===== config.mk =====
export PLATFORM = sky130hd
export DESIGN_NAME = spike_rate_encoder
export DESIGN_NICKNAME = d
export VERILOG_FILES = /design/src/rtl/snn_pkg.sv /design/src/rtl/spike_rate_encoder.sv
export SDC_FILE = /design/constraint.sdc
export NUM_CORES = 1
export LEC_CHECK = 0
export CORE_AREA = 2 2 65 67
export CTS_CLUSTER_SIZE = 20
export DETAILED_ROUTE_END_ITERATION = 10
export DIE_AREA = 0 0 67 69
export PLACE_DENSITY = 0.71
export SLEW_MARGIN = 15
export SYNTH_ARGS = -nofsm -noshare
export SYNTH_HDL_FRONTEND = slang
export SYNTH_SLANG_ARGS = --single-unit

===== constraint.sdc =====
create_clock -name clk -period 2.7 [get_ports clk]
set_input_delay 0.54 -clock clk [delete_from_list [all_inputs] [get_ports clk]]
set_output_delay 0.54 -clock clk [all_outputs]
set_load 0.02 [all_outputs]

===== src/rtl/snn_pkg.sv =====
// Shared types for the spiking front-end: encoder and LIF neuron state
// encodings, plus a saturating magnitude helper.
package snn_pkg;

  typedef enum logic [1:0] {
    ENC_IDLE   = 2'b00,
    ENC_ENCODE = 2'b01
  } enc_state_t;

  typedef enum logic [1:0] {
    LIF_IDLE      = 2'b00,
    LIF_INTEGRATE = 2'b01,
    LIF_FIRE      = 2'b10,
    LIF_REFRAC    = 2'b11
  } lif_state_t;

  function automatic int unsigned sat_abs(
    input int          v,
    input int unsigned lim
  );
    int unsigned a;
    a = (v < 0) ? int'(-v) : int'(v);
    return (a > lim) ? lim : a;
  endfunction

endpackage


===== src/rtl/spike_rate_encoder.sv =====
// Sigma-delta rate encoder: one signed sample becomes a WINDOW-step
// spike train with a signed weight for the neuron array.
module spike_rate_encoder
  import snn_pkg::*;
#(
  parameter int                    SAMPLE_WIDTH = 8,
  parameter int                    WINDOW       = 16,
  parameter int                    VMEM_WIDTH   = 16,
  parameter logic [VMEM_WIDTH-1:0] WEIGHT_MAG   = 16'd256
) (
  input  logic                           clk,
  input  logic                           rst,
  input  logic                           sample_valid,
  output logic                           sample_ready,
  input  logic signed [SAMPLE_WIDTH-1:0] sample_data,
  input  logic                           flush,
  output logic                           spike_out,
  output logic signed [VMEM_WIDTH-1:0]   weight_out,
  output logic                           window_done,
  output logic [$clog2(WINDOW+1)-1:0]    spike_count,
  output logic [1:0]                     state_out
);

  localparam int SW     = SAMPLE_WIDTH;
  localparam int FS     = 1 << (SW - 1);
  localparam int STEP_W = $clog2(WINDOW);
  localparam int CNT_W  = $clog2(WINDOW + 1);

  enc_state_t r_state;
  enc_state_t w_next;

  logic [SW-2:0]         r_mag;
  logic [SW-2:0]         r_acc;
  logic [STEP_W-1:0]     r_step;
  logic [CNT_W-1:0]      r_cnt;
  logic [CNT_W-1:0]      r_count;
  logic                  r_spike;
  logic                  r_done;
  logic [VMEM_WIDTH-1:0] r_weight;

  logic [SW:0]           w_sum;
  logic                  w_spike;
  logic                  w_last;
  logic                  w_accept;

  assign w_accept = sample_valid && (r_state == ENC_IDLE);
  assign w_last   = (r_step == STEP_W'(WINDOW - 1));
  assign w_sum    = {2'b00, r_acc} + {2'b00, r_mag};
  // sum < 2*FS, so sum >= FS is just the top bits, and sum-FS drops them
  assign w_spike  = |w_sum[SW:SW-1];

  always_ff @(posedge clk) begin
    if (rst) r_state <= ENC_IDLE;
    else     r_state <= w_next;
  end

  always_comb begin
    w_next = r_state;
    unique case (r_state)
      ENC_IDLE:   if (sample_valid) w_next = ENC_ENCODE;
      ENC_ENCODE: if (flush || w_last) w_next = ENC_IDLE;
      default:    w_next = ENC_IDLE;
    endcase
  end

  always_comb begin
    sample_ready = (r_state == ENC_IDLE);
    state_out    = r_state;
  end

  always_ff @(posedge clk) begin
    if (rst) begin
      r_mag    <= '0;
      r_acc    <= '0;
      r_step   <= '0;
      r_cnt    <= '0;
      r_count  <= '0;
      r_spike  <= 1'b0;
      r_done   <= 1'b0;
      r_weight <= '0;
    end else begin
      r_spike <= 1'b0;
      r_done  <= 1'b0;
      if (w_accept) begin
        r_mag    <= (SW-1)'(sat_abs(int'(sample_data), FS - 1));
        r_weight <= (sample_data >= 0) ? WEIGHT_MAG : -WEIGHT_MAG;
        r_acc    <= '0;
        r_step   <= '0;
        r_cnt    <= '0;
      end else if (r_state == ENC_ENCODE) begin
        if (flush) begin
          r_acc <= '0;
        end else begin
          r_spike <= w_spike;
          r_acc   <= w_sum[SW-2:0];
          r_cnt   <= r_cnt + CNT_W'(w_spike);
          r_step  <= r_step + 1'b1;
          if (w_last) begin
            r_done  <= 1'b1;
            r_count <= r_cnt + CNT_W'(w_spike);
          end
        end
      end
    end
  end

  assign spike_out   = r_spike;
  assign weight_out  = r_weight;
  assign window_done = r_done;
  assign spike_count = r_count;

endmodule


==> key figures <==
Routing
  • WL final: 3081 um
  • Initial DRT Pass Iterations: 4
  • Via density: 4.789
  • 1st-iter DRT viols: 51
  • Detail Route Antenna Nets: 0
  • Remaining DRCs: 0
  • Via Count: 1317
  • Routed WL per cell: 11.20 um

Timing
  • Max-slew headroom: 65.50%
  • RSZ-0062 raised after global routing: false
  • Final Setup Violations: 0
  • Max frequency: 471.3 MHz
  • Min cycle time layout: 2.122 ns
  • Clock Skew: 0.009493 ns
  • Worst-margin pin slew: 0.5165 ns
  • Setup TNS Final: 0 ns
  • Hold Violations, Final: 0
  • Max-slew violation count: 0
  • Tcrit/Tclk final: 78.59%

Place
  • Post-DP Area: 0.001989 mm^2
  • GPL Wtd Cong: 0.8400
  • HPWL after DPL: 2312 um
  • IO Port Bufs: 28

Global route
  • First-pass GRT wire length: 5388 um
  • Largest net degree at the start of global routing: 18
  • Number of antenna violations at the first check in global routing: 0
  • GRT Util Overall: 14.92%
  • Global route overflow: 0
  • Vias in the first global route: 1246

Logic synthesis
  • Ys flop type: dfxtp_1
  • Asr flop ratio synth: 0%
  • Cells after Synth: 199
  • Yosys top cell area share: 38.21%
  • Yosys top cell by area: dfxtp_1
  • EDFF count, synth: 0
  • Mapped Area: 0.001729 mm^2
  • Seq/Total Area, Yosys: 38.21%
  • Top cells by area, synth: dfxtp_1 38%, ha_1 8.0%, nor2_1 7.4%
  • Mean post-synth cell area: 8.689 um^2
  • Synth Warn #: 0
  • #FFs+latches synth: 33
  • Yosys cell types: 38

Clock network
  • Post-CTS setup buffer count: 0
  • CTS root buf: clkbuf_8
  • Number of hold buffers added after cts: 0
  • CTS tree: built
  • Num CTS Buffers: 5
  • CTS resizes: 0
  • CTS clock-pin slew for the worst setup and hold paths: 0.06 ns
  • Htree depth: 2
  • Clock Latency Late Sink: 0.29 ns
  • Clock Path Buffers: 2
  • # clock sinks: 33

Power
  • Clock power frac: 41.3%
  • Maximum vdd drop: 0.3202 mV
  • LEAKAGE: 0.8508 nW
  • Sw power: 0.2721 mW
  • Sw frac: 23.73%
  • Pwr/cell area: 544.5 mW/mm^2
  • Logic pwr share: 13.9%
  • Internal: 0.8745 mW
  • Seq pwr share: 44.8%

Setup path
  • CP Launch Point: r_mag[2]$_SDFFE_PP0P_
  • Crit-path max FO: 4
  • Critical Path RT: 2.90 ns
  • Critical path type: reg -> reg
  • Endpoint class of the critical path: flop
  • Worst R2R Start: r_mag[2]$_SDFFE_PP0P_
  • Critical Path Source Type: flop
  • Critical path arrival: 2.33 ns

Floorplan
  • DIE AREA: 0.004623 mm^2
  • Io pins: 38
  • Initial Utilization: 44.18%
  • CORE AREA: 0.003914 mm^2
  • Die height: 69 um
  • DIE WIDTH: 67 um
  • Standard-cell row count: 23

Finish
  • Commonest cells after routing, fill and taps aside: 34 x nor2_1, 33 x dfxtp_1, 28 x clkdlybuf4s50_1
  • Share of cells above drive strength 1: 7.111%
  • Ant diodes: 0
  • Area of the multi-input gates: 925.9 um^2
  • Fillers: 381
  • FF+latch area: 660.6 um^2
  • Most common cell after layout, fill and taps aside: nor2_1
  • Layout area overhead: 21.78%
  • Fin area: 0.002106 mm^2
  • Net count, final: 248

Job
  • Max-cap violations: 0

Hold path
  • Hold_sp: r_acc[6]$_SDFFE_PP0P_
  • Type of the tightest min-delay check: reg -> reg

Outcome
  • Status: complete, no violations
[area by class of cell]
class / count / share of cell area (%)
Multi-Input combinational cell: 145 / 43.97
Sequential cell: 33 / 31.37
Timing Repair Buffer: 33 / 15.09
Clock buffer: 7 / 4.100
Tap cell: 50 / 2.971
Clock inverter: 1 / 1.426
Inverter: 6 / 1.070
[kinds of logic after synthesis]
kind of cell             Yosys count  synth area share (%)
AO/OA/AOI/OAI                     35                 14.40
XOR/XNOR                          18                 9.118
adder cells (fa/ha/maj)           12                 9.117
buffers and inverters             29                 9.986
flip-flops                        33                 38.21
multiplexers                       3                 1.737
other                              1                0.2169
AND/OR/NAND/NOR                   68                 17.22
[power by group through the flow]
| stage | Sequential, mW | Combinational [mW] | Clock, mW |
|---|---|---|---|
| floorplan | 0.526 | 0.118 | 0 |
| global placement | 0.525 | 0.158 | 0 |
| detailed placement | 0.525 | 0.161 | 0 |
| CTS | 0.514 | 0.161 | 0.482 |
| global route | 0.516 | 0.178 | 0.501 |
| finish | 0.514 | 0.160 | 0.473 |
[synth_stat cells (2+ instances only)]
master,n
clkbuf_1,7
xnor2_1,9
inv_1,5
nand2_1,15
a21o_1,2
nor2_1,34
a211oi_1,3
a21oi_1,7
mux2i_1,3
nand3_1,3
or2_1,2
dfxtp_1,33
buf_4,15
a22oi_1,3
ha_1,11
nor3_1,5
nand2b_1,3
xor2_1,9
nor2b_1,2
a211o_1,2
o22ai_1,4
o21ai_0,2
o21ai_1,5
[through the flow]
step | utilization, % | cells | setup WS [ns] | power (mW) | hold WS [ns]
3_3_place_gp | 50.83 | 267 | 0.5222 | 0.6833 | 0.4445
5_1_grt | 53.80 | 275 | 0.3900 | 1.194 | 0.4807
4_1_cts | 53.80 | 275 | 0.5571 | 1.157 | 0.4611
2_1_floorplan | - | 207 | 0.7611 | 0.6437 | 0.4314
3_5_place_dp | 50.83 | 267 | 0.4619 | 0.6856 | 0.4514
6_report | 53.80 | 275 | 0.5781 | 1.147 | 0.4550
[routing by layer]
metal | global-route usage [%] | part of all wire (%) | vias to the layer above
met5 | 0 | 0 | -
met4 | 5.669 | 0.75 | 0
met3 | 5.383 | 4.2 | 2
met2 | 21.67 | 45 | 26
met1 | 20.02 | 50 | 595
li1 | - | - | 694
[state kept, by name, indices dropped and copies added, names as in the netlist]
signal	cells
weight_out	2
window_done	1
r_step	4
spike_count	5
spike_out	1
r_acc	7
state_out	1
r_mag	7
r_cnt	5
[worst paths after layout]
check                                endpoint  slack, ns  cells after the start
hold reg to reg         r_acc[6]$_SDFFE_PP0P_       0.46                      2
hold / removal          r_acc[6]$_SDFFE_PP0P_       0.46                      2
setup / recovery  spike_count[4]$_SDFFE_PP0P_       0.58                     10
setup reg to reg  spike_count[4]$_SDFFE_PP0P_       0.58                     10
[worst max-delay path, cell delays in order (launching register included)]
cell and delay (ns):
dfxtp_1 0.31, ha_1 0.34, inv_1 0.07, o21ai_1 0.17
nand2_1 0.07, o21ai_1 0.19, ha_1 0.20, ha_1 0.20
nand3_1 0.12, xor2_1 0.16, a211oi_1 0.21
Power figures use the tool's default switching activity.
